$ cat src/rtl/pipe_hazard_ctrl.sv
// Hazard and sequencing controller for the 5-stage MIPS pipeline.
// Detects load-use hazards and taken-branch redirects, tracks the
// multi-cycle mult/div unit, and keeps saturating stall/flush counters.
// All pipeline control outputs are combinational, so a hazard seen in a
// cycle is acted upon in that same cycle.
module pipe_hazard_ctrl #(
    parameter int MD_LAT = 4,
    parameter int CNT_W  = 16
) (
    input  logic             clk,
    input  logic             reset,
    input  logic             id_valid,
    input  logic [4:0]       id_rs,
    input  logic [4:0]       id_rt,
    input  logic             id_uses_rs,
    input  logic             id_uses_rt,
    input  logic             id_is_muldiv,
    input  logic             id_reads_hilo,
    input  logic             ex_valid,
    input  logic             ex_mem_read,
    input  logic [4:0]       ex_rd,
    input  logic             ex_branch_taken,
    output logic             pc_write_en,
    output logic             ifid_write_en,
    output logic             ifid_flush,
    output logic             idex_bubble,
    output logic             md_busy,
    output logic [CNT_W-1:0] stall_cnt,
    output logic [CNT_W-1:0] flush_cnt
);

    // The mult/div latency lives in a 4-bit down-counter, hence the 1..15 range.
    localparam logic [3:0]       MD_LAT_V = 4'(MD_LAT);
    localparam logic [CNT_W-1:0] CNT_MAX  = '1;
    localparam logic [CNT_W-1:0] CNT_ONE  = {{(CNT_W-1){1'b0}}, 1'b1};

    typedef enum logic {
        RUN     = 1'b0,
        MD_BUSY = 1'b1
    } mdState_t;

    mdState_t         r_state;
    mdState_t         w_nextState;
    logic [3:0]       r_mdCnt;
    logic [3:0]       w_nextMdCnt;
    logic [CNT_W-1:0] r_stallCnt;
    logic [CNT_W-1:0] r_flushCnt;

    logic w_rsMatch;
    logic w_rtMatch;
    logic w_luHaz;
    logic w_mdHaz;
    logic w_stall;
    logic w_mdIssue;

    assign md_busy   = (r_state == MD_BUSY);
    assign stall_cnt = r_stallCnt;
    assign flush_cnt = r_flushCnt;

    // Hazard terms; $0 is hardwired to zero so a load targeting it never
    // creates a dependency, and an older taken branch cancels any stall.
    always_comb begin
        w_rsMatch = id_uses_rs && (id_rs == ex_rd);
        w_rtMatch = id_uses_rt && (id_rt == ex_rd);
        w_luHaz   = id_valid && ex_valid && ex_mem_read && (ex_rd != 5'd0)
                    && (w_rsMatch || w_rtMatch);
        w_mdHaz   = id_valid && md_busy && (id_is_muldiv || id_reads_hilo);
        w_stall   = (w_luHaz || w_mdHaz) && !ex_branch_taken;
        w_mdIssue = id_valid && id_is_muldiv && !w_stall && !ex_branch_taken;
    end

    // Pipeline control with redirect taking priority over stall.
    always_comb begin
        pc_write_en   = 1'b1;
        ifid_write_en = 1'b1;
        ifid_flush    = 1'b0;
        idex_bubble   = 1'b0;
        if (ex_branch_taken) begin
            ifid_flush  = 1'b1;
            idex_bubble = 1'b1;
        end else if (w_stall) begin
            pc_write_en   = 1'b0;
            ifid_write_en = 1'b0;
            idex_bubble   = 1'b1;
        end
    end

    // Mult/div occupancy: issue loads the latency, busy counts down to 1 and
    // then returns to RUN; a flush never cancels an already-issued operation.
    always_comb begin
        w_nextState = r_state;
        w_nextMdCnt = r_mdCnt;
        case (r_state)
            RUN: begin
                if (w_mdIssue) begin
                    w_nextState = MD_BUSY;
                    w_nextMdCnt = MD_LAT_V;
                end
            end
            MD_BUSY: begin
                if (r_mdCnt == 4'd1) begin
                    w_nextState = RUN;
                    w_nextMdCnt = 4'd0;
                end else begin
                    w_nextMdCnt = r_mdCnt - 4'd1;
                end
            end
            default: begin
                w_nextState = RUN;
                w_nextMdCnt = 4'd0;
            end
        endcase
    end

    // Mult/div state register; reset aborts any operation in flight.
    always_ff @(posedge clk or negedge reset) begin
        if (!reset) begin
            r_state <= RUN;
            r_mdCnt <= 4'd0;
        end else begin
            r_state <= w_nextState;
            r_mdCnt <= w_nextMdCnt;
        end
    end

    // Saturating statistics: stall cycles and redirect cycles.
    always_ff @(posedge clk or negedge reset) begin
        if (!reset) begin
            r_stallCnt <= '0;
            r_flushCnt <= '0;
        end else begin
            if (w_stall && (r_stallCnt != CNT_MAX)) begin
                r_stallCnt <= r_stallCnt + CNT_ONE;
            end
            if (ex_branch_taken && (r_flushCnt != CNT_MAX)) begin
                r_flushCnt <= r_flushCnt + CNT_ONE;
            end
        end
    end

endmodule

$ cat config.mk
export PLATFORM = sky130hd
export DESIGN_NAME = pipe_hazard_ctrl
export DESIGN_NICKNAME = d
export VERILOG_FILES = /design/src/rtl/pipe_hazard_ctrl.sv
export SDC_FILE = /design/constraint.sdc
export NUM_CORES = 1
export LEC_CHECK = 0
export BUFFER_PORTS_ARGS = -buffer_cell sky130_fd_sc_hd__buf_2
export CAP_MARGIN = 30
export CORE_MARGIN = 2
export CORE_UTILIZATION = 51
export DETAILED_ROUTE_END_ITERATION = 12
export PLACE_DENSITY = 0.77
export SYNTH_ARGS = -nofsm -noshare
export SYNTH_HDL_FRONTEND = slang
export SYNTH_SLANG_ARGS = --single-unit
$ cat constraint.sdc
create_clock -name clk -period 2.54 [get_ports clk]
set_clock_uncertainty 0.05 [all_clocks]
set_input_delay 0.254 -clock clk [delete_from_list [all_inputs] [get_ports clk]]
set_output_delay 0.254 -clock clk [all_outputs]
set_load 0.02 [all_outputs]
# Yosys cells after proc, flatten, opt, wreduce, memory -nomap -nowiden
# Index checks and enable logic that the tools add are counted.
# totals
regBits,37
in_bits,25
word_cells,45
# op_classes
addsub,3
n_eq_ne,6
mux,11
n_bitwise,1
reduce_logical,20
# op_table
cell,n
adder 16 x 1 -> 16 bit (second input constant),2
inequality test 16 bit (second input constant),2
logical AND 1 bit,14
== test 5 bit,2
2-to-1 mux 4 bit,2
one-hot mux 4 bit (2 select lines),1
2-to-1 mux 1 bit,7
nonzero test 5 bit,1
== test 4 x 1 -> 1 bit (second input constant),1
subtractor 4 x 1 -> 4 bit (second input constant),1
logical OR 1 bit,3
logical NOT 1 bit,2
inequality test 2 bit (second input constant),1
one-hot mux 1 bit (2 select lines),1
NOT 1 bit,1

# Longest topological paths before layout
# Gate-level depths: netlist of run 1.
# depth
ltp_word,11
mapped_depth,7
mapped_depth_nobuf,7

# Worst setup path before layout of run 1
# Ideal clock, no wire load.
# synth_path
kind,in2out
startpoint,input ex_rd[0]
endpoint,output pc_write_en
arrival_time_ps,1742
t_required_ps,2236
slack_ps,494
stages,7
n_path_buf,2
cell_sequence,or4_1 -> o2111ai_2 -> inv_2 -> a21bo_1 -> buf_6 -> nand2_1 -> buf_4
# synth_via
elab_chain_len,8
word_cells_on_any_way,12
classes_between,eq/ne: 2; mux: 2; reduce/logical: 8
# synth_lines
item,line,rtl
from (decl),21,"input logic [4:0] ex_rd,"
"== test 5 bit, on equally long branches","63, 64",
"logical AND 1 bit, on equally long branches","63, 64",
logical OR 1 bit,66,&& (w_rsMatch || w_rtMatch);
logical AND 1 bit *,66,
logical OR 1 bit *,68,w_stall = (w_luHaz || w_mdHaz) && !ex_branch_taken;
logical AND 1 bit *,68,
2-to-1 mux 1 bit * (2 in series),n/a,
to (decl),23,"output logic pc_write_en,"
# Every way passes the cells marked *; elsewhere a longest branch is shown, timed or not.

# Final worst setup path of run 1
# layout_path
startpoint,input ex_rd[0]
endpoint,output idex_bubble
# layout_via
elab_chain_len,8
word_cells_on_any_way,12
classes_between,eq/ne: 2; mux: 2; reduce/logical: 8
# layout_lines
item,line,rtl
"== test 5 bit, on equally long branches","63, 64",
"logical AND 1 bit, on equally long branches","63, 64",
logical OR 1 bit,66,
logical AND 1 bit *,66,
logical OR 1 bit *,68,
logical AND 1 bit *,68,
2-to-1 mux 1 bit *,81,end else if (w_stall) begin
2-to-1 mux 1 bit *,78,if (ex_branch_taken) begin
to (decl),26,"output logic idex_bubble,"
# Marked as above.

==> impl_metrics.toml, run 1 <==
[status]
status = "finished, final reports clean"

[global_route]
grt_pass1_wl_um = 6651
first_global_vias = 1507
grt_max_degree = 38
antenna_found_initial = 0
grt_usage_pct = 19.77
overflow = 0

[cts]
clock_latency_ps = 280
cts_buffers = 5
htree_levels = 2
cts_buffer_depth = 2
cts_resized = 0
hold_buffers = 0
clkTransAtPathRegs_ps = 70
post_cts_buffers = 0
cts_tree = "yes"
cts-root-buf = "clkbuf_8"
clock-sinks = 37

[routing]
final_antenna_net_count = 0
vias_per_cell = 5.257
wl_um = 3928
wl_per_cell_um = 12.96
firstDrtPassIters = 4
detail_route.iter0.violations = 79
drc = 0
vias = 1593

[cells_and_area]
area_growth_pct = 22.48
drive_above_1_share_pct = 30.20
diodes = 0
fin_area_mm2 = 0.002414
nets = 284
nFillCells = 313

[setup_path]
cp.arrival_ps = 1870
endpoint_kind = "output pin"
worst-path-max-fanout = 11
path_cells = "buf_2, or4_1, o2111ai_2, inv_2, a21bo_1, nand2b_1, buf_2"
rr_worst_depth = 5
worst_path_most_repeated_cell = "buf_2"
rr_startpoint = "stall_cnt[7]$_DFFE_PN0P_"
startpoint = "ex_rd[0]"
endpoint = "idex_bubble"
cp-start-kind = "primary input"
crit_type = "in -> out"
crit_required_ps = 2240
critPathBufInv = 3
path_depth = 7
crit_path_top_delay_cell = "or4_1"
crit_family = "simple AND/OR/NAND/NOR gates"
worst_r2r_endpoint = "stall_cnt[1]$_DFFE_PN0P_"
max_stage_delay_ps = 530
r2r_setup_slack_ps = 430

[synthesis]
ys_seq_area_share_pct = 46.98
synth_warnings = 0
synth.most_common_cell = "dfrtp_1"
synth_edf_count = 0
synth_nets = 219
synth.area.top_cells = "dfrtp_1 (47%), xnor2_1 (15%), nand3_1 (3.3%)"
yosys_most_used_dff = "dfrtp_1"
synth.largest_area_cell = "dfrtp_1"
syn_inst = 190
yosysTopAreaCellShare_pct = 46.98
ys_async_sr_fraction_pct = 100.0
netlist_top_cells_count = "dfrtp_1 (37), xnor2_1 (33), nand2_1 (13), nand3_1 (13), nand4_1 (10)"
synth_seq_cells = 37
netlist_area_mm2 = 0.001971
syn_area_per_cell_um2 = 10.37
synth.distinct_cells = 37

[sta]
setup_viol = 0
drv_slew = 0
setup_tns_ps = 0
fin_crit_ps = 2175
max_slew_margin_pct = 46.32
fin_crit_sh_pct = 85.62
hold_viol_final = 0
worst_slew_pin_slew_ps = 805.2
fmax_ghz = 0.4598
rsz0062_at_grt = "false"

[die]
die_w_um = 66.16
boundaryPins = 62
die-height_um = 66.16
dieArea_mm2 = 0.004377
placementRows = 22
start_util_pct = 53.43
core_mm2 = 0.003689

[hold_path]
min_path_type = "in -> async"

[power]
p_leak_nw = 1.144
max-vdd-ir-drop_v = 0.0005359
p_per_area_mw_per_mm2 = 830.8

[place]
dpl.hpwl_um = 3012
io_buffers = 61
gp_congestion = 0.7540
place_area_mm2 = 0.002310

[flow_run]
maxCapViolCount = 0
sequential cells by signal, summed over array words and instances, names as in the netlist:
name	flops
flush_cnt	16
md_busy	1
r_mdCnt	4
stall_cnt	16
worst reg2reg max path, delay by kind of cell, from the launching register on:
kind,cells,cell delay (ps)
and+or+nand+nor,3,860
muxes,1,340
AOI/OAI and AO/OA,1,300
DFF,1,440
layout make-up:
type	count	area, um^2	share of cell area, %
multi-input cells	140	980.9	40.64
flip-flops and latches	37	925.9	38.36
inverters	10	37.54	1.555
clock buffers	5	68.82	2.851
clock inverters	2	35.03	1.452
well taps	48	60.06	2.488
repair buffers	61	305.3	12.65
cells in the final DEF (no fill, tap or decap), types with 2 or more instances in the layout:
cell / instances
a21oi_2: 2
nor2_1: 9
a21oi_1: 4
nand3b_1: 2
nand4_1: 10
and2_1: 4
xor2_1: 6
nand2_1: 13
inv_1: 9
ha_1: 4
o21ai_0: 3
mux2_2: 2
and4_1: 2
a31oi_1: 3
nor4_1: 4
nand3_1: 13
nor3_1: 4
buf_2: 61
xnor2_1: 33
nor4_2: 2
or3_1: 2
nand2b_1: 3
nor4b_1: 2
clkbuf_8: 5
and3_1: 3
dfrtp_1: 37
how the worst min path moves through the flow:
stage | depth (start not counted) | from | endpoint | slack (ps)
floorplan | 0 | reset | flush_cnt[0]$_DFFE_PN0P_ | -90
global placement | 1 | reset | stall_cnt[8]$_DFFE_PN0P_ | 340
detailed placement | 1 | reset | stall_cnt[8]$_DFFE_PN0P_ | 340
CTS | 1 | reset | stall_cnt[0]$_DFFE_PN0P_ | 40
global route | 1 | reset | stall_cnt[0]$_DFFE_PN0P_ | 70
finish | 1 | reset | stall_cnt[8]$_DFFE_PN0P_ | 9
routing by layer:
layer / global-route usage [%] / wire (um) / vias to the layer above
met5: 0 / 0 / -
met2: 31.00 / 1905 / 39
met4: 5.357 / 36 / 0
met1: 26.97 / 1792 / 757
li1: - / - / 792
met3: 5.451 / 194 / 5
cell families (layout without fill, tap and decap cells):
kind of cell	count (synthesis)	after routing	share of synthesized area (%)
multiplexers	2	2	1.143
flip-flops	37	37	46.98
buffers and inverters	13	78	3.238
AO/OA/AOI/OAI	19	19	6.794
AND/OR/NAND/NOR	76	76	21.97
adder cells (fa/ha/maj)	4	4	2.540
XOR/XNOR	39	39	17.33
metrics by stage:
| stage | total power [mW] | hold slack (ps) | cells | setup slack, ps | util (%) |
|---|---|---|---|---|---|
| floorplan | 1.316 | -91.59 | 190 | 494.1 | - |
| global route | 2.139 | 66.53 | 303 | 265.7 | 65.43 |
| finish | 2.005 | 8.555 | 303 | 365.2 | 65.43 |
| CTS | 2.025 | 35.60 | 303 | 380.1 | 65.43 |
| detailed placement | 1.538 | 340.3 | 296 | 358.3 | 62.62 |
| global placement | 1.518 | 341.5 | 296 | 396.7 | 62.62 |
power breakdown:
part | switching (mW) | internal (mW)
clock | 0.196 | 0.285
combinational | 0.365 | 0.273
sequential | 0.165 | 0.721
No activity file was read; power rests on OpenSTA's default activity.
==> run 2: changes to the inputs <==
--- a/config.mk
+++ b/config.mk
@@ -8,9 +8,9 @@
 export BUFFER_PORTS_ARGS = -buffer_cell sky130_fd_sc_hd__buf_2
 export CAP_MARGIN = 30
 export CORE_MARGIN = 2
-export CORE_UTILIZATION = 51
+export CORE_UTILIZATION = 54
 export DETAILED_ROUTE_END_ITERATION = 12
-export PLACE_DENSITY = 0.77
+export PLACE_DENSITY = 0.81
 export SYNTH_ARGS = -nofsm -noshare
 export SYNTH_HDL_FRONTEND = slang
 export SYNTH_SLANG_ARGS = --single-unit
==> constraint.sdc (replaced) <==
create_clock -name clk -period 2.7 [get_ports clk]
set_clock_uncertainty 0.05 [all_clocks]
set_input_delay 0.27 -clock clk [delete_from_list [all_inputs] [get_ports clk]]
set_output_delay 0.27 -clock clk [all_outputs]
set_load 0.02 [all_outputs]
==> run 2 against run 1 <==
  * Global-route usage up 1.3 points
  * Highest routed layer unchanged
  * Design area decreased by 0.98%
  * Die area shrank 5.2%
  * Non-clock buffer count increased by 1
  * Register-to-register slack improved by 230 ps
  * Core utilization increased by 4.5 points
==> impl_metrics.toml, run 2 (same netlist as run 1, synthesis figures left out) <==
[status]
status = "finished, final reports clean"

[sta]
setup_viol = 0
max_slew_margin_pct = 46.65
fmax_ghz = 0.4594
rsz0062_at_grt = "false"
drv_slew = 0
hold_viol_final = 0
worst_slew_pin_slew_ps = 800.2
fin_crit_ps = 2177
setup_tns_ps = 0
fin_crit_sh_pct = 80.63
timing.final.ws_setup_ps = 523.0

[power]
clkPwrFrac_pct = 20.1
p_int_mw = 1.123
power_switching_uw = 676.4
combPwrFrac_pct = 33.7
seqPwrFrac_pct = 46.2
p_leak_nw = 1.135
p_per_area_mw_per_mm2 = 752.9
max-vdd-ir-drop_v = 0.0007155
swShare_pct = 37.59

[setup_path]
crit_type = "in -> out"
crit_required_ps = 2380
max_stage_delay_ps = 530
crit_family = "simple AND/OR/NAND/NOR gates"
path_cells = "buf_2, or4_1, o2111ai_2, inv_2, a21bo_1, nand2b_1, buf_2"
crit_path_top_delay_cell = "or4_1"
cp.arrival_ps = 1860
worst-path-max-fanout = 11
endpoint_kind = "output pin"
critPathBufInv = 3
cp-start-kind = "primary input"
r2r_setup_slack_ps = 660
worst_path_most_repeated_cell = "buf_2"

[routing]
vias_per_cell = 5.447
vias = 1645
drc = 0
final_antenna_net_count = 0
firstDrtPassIters = 4
detail_route.iter0.violations = 56
wl_per_cell_um = 13.23
wl_um = 3996

[die]
placementRows = 21
start_util_pct = 57.69
dieArea_mm2 = 0.004149
die_w_um = 64.41
core_mm2 = 0.003416
die-height_um = 64.41
boundaryPins = 62

[cells_and_area]
drive_above_1_share_pct = 30.08
nets = 285
layout_common_cells = "buf_2 (61), dfrtp_1 (37), xnor2_1 (33)"
diodes = 0
area_growth_pct = 21.27
layout_commonest_cell = "buf_2"

[cts]
post_cts_buffers = 0
clock-sinks = 37
cts_buffer_depth = 2
htree_levels = 2
clkTransAtPathRegs_ps = 110
cts_tree = "yes"
cts_buffers = 5
clock_latency_ps = 330
cts-root-buf = "clkbuf_4"

[global_route]
overflow = 0
antenna_found_initial = 0
first_global_vias = 1553
grt_pass1_wl_um = 6762
grt_usage_pct = 21.04
grt_max_degree = 38

[place]
gp_congestion = 0.7474
preCtsSetupSlack_ps = 517.9
io_buffers = 61
dpl.hpwl_um = 3073

[flow_run]
maxCapViolCount = 0

[hold_path]
min_path_type = "in -> reg"
## run 2: cell count changes in the layout (fill, tap and decap cells not counted)
cell | previous run | this run
clkbuf_4 | 0 | 5
clkbuf_8 | 5 | 0
dlygate4sd3_1 | 0 | 1
## run 2: path summary, 6_finish.rpt
| path | to | cells after the start | startpoint |
|---|---|---|---|
| setup / recovery | idex_bubble | 7 | ex_rd[0] |
| hold / removal | md_busy$_DFF_PN0_ | 3 | id_is_muldiv |
| setup reg to reg | flush_cnt[1]$_DFFE_PN0P_ | 5 | flush_cnt[4]$_DFFE_PN0P_ |
| hold reg to reg | flush_cnt[7]$_DFFE_PN0P_ | 1 | flush_cnt[7]$_DFFE_PN0P_ |
| max in group asynchronous | stall_cnt[0]$_DFFE_PN0P_ | 2 | reset |
| min in group asynchronous | flush_cnt[7]$_DFFE_PN0P_ | 2 | reset |
## run 2: per-layer routing
| layer | wire (um) | track usage (%) | up-vias | part of all wire (%) |
|---|---|---|---|---|
| li1 | - | - | 808 | - |
| met1 | 1769 | 26.36 | 781 | 44 |
| met2 | 1942 | 35.81 | 49 | 49 |
| met3 | 233 | 6.076 | 7 | 5.8 |
| met4 | 51 | 5.585 | 0 | 1.3 |
| met5 | 0 | 0 | - | 0 |
## run 2: worst reg2reg max path, cell delays in order, from the launching register on
cell and delay (ps):
dfrtp_1 470, and4_1 280, nand4_1 140, nor4_1 410, a31oi_1 270, mux2_2 320
## run 2: final cells by class
cell class	count	area (um^2)
sequential	37	925.9
multi-input combinational	140	980.9
clock buffer	5	37.54
timing repair buffer	62	315.3
clock inverter	2	35.03
tap	46	57.56
inverter	10	37.54
fill	284	1026
## run 2: what timing repair did
action                                 CTS  global route
setup endpoints to repair                0             0
endpoints found under the hold margin   37             0
resized for setup                        0             0
hold buffers                             1             0
## run 2: metrics by stage
step	utilization, %	total power [mW]	hold WS (ps)	cells	cell area [um^2]
after global placement	67.55	1.429	350.1	294	2307
after floorplan	-	1.238	-75.59	190	1971
after CTS	69.96	1.821	211.7	302	2390
after detailed placement	67.55	1.451	353.2	294	2307
after global routing	69.96	1.948	213.7	302	2390
final	69.96	1.799	225.1	302	2390
## run 2: power groups by stage
stage / sequential (mW) / combinational, mW / clock, mW
6_report: 0.831 / 0.605 / 0.362
5_1_grt: 0.859 / 0.682 / 0.408
4_1_cts: 0.829 / 0.617 / 0.375
3_5_place_dp: 0.837 / 0.614 / 0
3_3_place_gp: 0.834 / 0.595 / 0
2_1_floorplan: 0.929 / 0.309 / 0
==> run 3: changes to the inputs <==
--- a/config.mk
+++ b/config.mk
@@ -5,12 +5,13 @@
 export SDC_FILE = /design/constraint.sdc
 export NUM_CORES = 1
 export LEC_CHECK = 0
+export ABC_AREA = 1
 export BUFFER_PORTS_ARGS = -buffer_cell sky130_fd_sc_hd__buf_2
 export CAP_MARGIN = 30
 export CORE_MARGIN = 2
-export CORE_UTILIZATION = 54
+export CORE_UTILIZATION = 53
 export DETAILED_ROUTE_END_ITERATION = 12
-export PLACE_DENSITY = 0.81
+export PLACE_DENSITY = 0.77
 export SYNTH_ARGS = -nofsm -noshare
 export SYNTH_HDL_FRONTEND = slang
 export SYNTH_SLANG_ARGS = --single-unit
==> constraint.sdc (replaced) <==
create_clock -name clk -period 2.09 [get_ports clk]
set_clock_uncertainty 0.05 [all_clocks]
set_input_delay 0.209 -clock clk [delete_from_list [all_inputs] [get_ports clk]]
set_output_delay 0.209 -clock clk [all_outputs]
set_load 0.02 [all_outputs]
==> run 3 against run 2 <==
  * Flip-flop and latch count stayed put
  * Global-route usage hardly changed
  * Area after synthesis is 21% higher
  * Setup slack got worse by 300 ps
  * First-iteration DRC count is 46% higher
  * Final cell count increased by 44%
  * Register-to-register slack got worse by 440 ps
  * Largest power group unchanged
==> impl_metrics.toml, run 3 <==
[global_route]
grt_max_degree = 38
antenna_found_initial = 0
first_global_vias = 2025
grt_usage_pct = 21.06
overflow = 0
grt_pass1_wl_um = 8514

[setup_path]
cp.arrival_ps = 2050
crit_path_top_delay_cell = "dfrtp_1"
path_cells = "ha_1, nand3_4, nor2_4, nand2_1, nor2_1, nand4_1, nand3_2, buf_4, nand2_1, o21ai_2"
crit_type = "reg -> reg"
crit_family = "simple AND/OR/NAND/NOR gates"
crit_required_ps = 2270
worst_path_most_repeated_cell = "nand2_1"
endpoint_kind = "flip-flop"
worst-path-max-fanout = 16
cp-start-kind = "flip-flop"
critPathBufInv = 1
max_stage_delay_ps = 400

[cts]
cts-root-buf = "clkbuf_8"
cts_resized = 0
clock-sinks = 37
htree_levels = 2
post_cts_buffers = 0
hold_buffers = 1
cts_tree = "yes"
clkTransAtPathRegs_ps = 80
cts_buffer_depth = 2
cts_buffers = 5
clock_latency_ps = 290

[synthesis]
yosys.area_share.simple_pct = 30.49
synth_nets = 346
synth.area.top_cells = "dfrtp_1 (39%), nand2_1 (15%), inv_1 (8.0%)"
synth_top_family_by_area = "simple AND/OR/NAND/NOR gates"
syn_area_per_cell_um2 = 7.535
ys_async_sr_fraction_pct = 100.0
synth.largest_area_cell = "dfrtp_1"
netlist_area_mm2 = 0.002389
ys_seq_area_share_pct = 38.76
synth-adder-area-share_pct = 2.095
synth.most_common_cell = "nand2_1"
syn_inst = 317
synth.distinct_cells = 25
synth_warnings = 0
synth_seq_cells = 37
netlist_top_cells_count = "nand2_1 (97), inv_1 (51), dfrtp_1 (37)"
synth-xor-area-share_pct = 11.00
yosysTopAreaCellShare_pct = 38.76
synthMuxAreaShare_pct = 0
synth-compound-area-share_pct = 6.967
synth_edf_count = 0
yosys_most_used_dff = "dfrtp_1"

[routing]
vias_per_cell = 4.917
wl_um = 4885
detail_route.iter0.violations = 82
firstDrtPassIters = 4
final_antenna_net_count = 0
vias = 2139
drc = 0
wl_per_cell_um = 11.23

[cells_and_area]
area_growth_pct = 18.70
nets = 412
diodes = 0
layout_common_cells = "nand2_1 (97), buf_2 (61), inv_1 (51)"
layout_commonest_cell = "nand2_1"
drive_above_1_share_pct = 24.28

[power]
power_switching_uw = 981.7
swShare_pct = 38.68
p_int_mw = 1.556
clkPwrFrac_pct = 23.6
max-vdd-ir-drop_v = 0.0007855
seqPwrFrac_pct = 40.6
p_leak_nw = 1.487
p_per_area_mw_per_mm2 = 895.1
combPwrFrac_pct = 35.7
power_mw = 2.538

[sta]
fin_crit_ps = 1869
fin_crit_sh_pct = 89.43
rsz0062_at_grt = "false"
whs_ps = 298.2
setup_tns_ps = 0
setup_viol = 0
worst_slew_pin_slew_ps = 833.3
drv_slew = 0
max_slew_margin_pct = 44.45
fmax_ghz = 0.5350
hold_viol_final = 0

[die]
die_w_um = 71.13
core_mm2 = 0.004354
boundaryPins = 62
dieArea_mm2 = 0.005059
start_util_pct = 54.86
die-height_um = 71.13
placementRows = 24

[status]
status = "finished, final reports clean"

[hold_path]
min_path_type = "in -> reg"

[place]
io_buffers = 61
gp_congestion = 0.8393
dpl.hpwl_um = 3777

[flow_run]
maxCapViolCount = 0
-- run 3: changes by cell type after synthesis, moves of 11 or more --
cell and delta:
inv_1 +42, nand2_1 +84, nor2_1 +18, o21ai_2 +14, xnor2_1 -20, xor2_1 +11
-- run 3: final timing paths --
kind	from	end	slack [ps]	cells after the start
setup reg to reg	stall_cnt[1]$_DFFE_PN0P_	stall_cnt[14]$_DFFE_PN0P_	220	10
max in group asynchronous	reset	r_mdCnt[3]$_DFFE_PN0P_	950	2
hold reg to reg	r_mdCnt[1]$_DFFE_PN0P_	r_mdCnt[1]$_DFFE_PN0P_	450	2
min in group asynchronous	reset	stall_cnt[5]$_DFFE_PN0P_	510	2
setup / recovery	stall_cnt[1]$_DFFE_PN0P_	stall_cnt[14]$_DFFE_PN0P_	220	10
hold / removal	ex_branch_taken	stall_cnt[0]$_DFFE_PN0P_	300	4
-- run 3: final cells by class --
class / count / area (um^2)
Clock buffer: 5 / 68.82
Clock inverter: 2 / 35.03
Fill cell: 377 / 1519
Inverter: 52 / 195.2
Multi-Input combinational cell: 222 / 1207
Sequential cell: 37 / 925.9
Tap cell: 52 / 65.06
Timing Repair Buffer: 65 / 337.8
-- run 3: routing by layer --
| metal | up-vias | share of wire, % | GRT usage (%) |
|---|---|---|---|
| met5 | - | 0 | 0 |
| met4 | 0 | 1.2 | 6.709 |
| met3 | 6 | 4.4 | 4.131 |
| met2 | 51 | 49 | 38.01 |
| met1 | 973 | 45 | 25.16 |
| li1 | 1109 | - | - |
-- run 3: kinds of logic after synthesis --
kind of cell    after synthesis
fa+ha+maj                     4
simple gates                166
xor+xnor                     30
compound gates               22
buf+inv                      58
flops                        37
-- run 3: metrics by stage --
| step | instance area [um^2] | cells | setup WS (ps) | util, % |
|---|---|---|---|---|
| final | 2835 | 435 | 220.8 | 65.11 |
| after global routing | 2835 | 435 | 51.81 | 65.11 |
| after CTS | 2835 | 435 | 205.9 | 65.11 |
| after detailed placement | 2721 | 427 | 215.3 | 62.50 |
| after global placement | 2721 | 427 | 253.0 | 62.50 |
| after floorplan | 2389 | 317 | 261.1 | - |
-- run 3: power groups by stage --
| stage | clock [mW] | combinational (mW) | sequential (mW) |
|---|---|---|---|
| 4_1_cts | 0.610 | 0.918 | 1.03 |
| 3_3_place_gp | 0 | 0.885 | 1.04 |
| 6_report | 0.600 | 0.907 | 1.03 |
| 5_1_grt | 0.632 | 1.02 | 1.06 |
| 3_5_place_dp | 0 | 0.914 | 1.04 |
| 2_1_floorplan | 0 | 0.503 | 1.17 |
-- run 3: tightest hold or removal path, stage by stage --
cell	delay (ps)
buf_2	120
inv_1	100
nand4_1	110
nand2_1	60
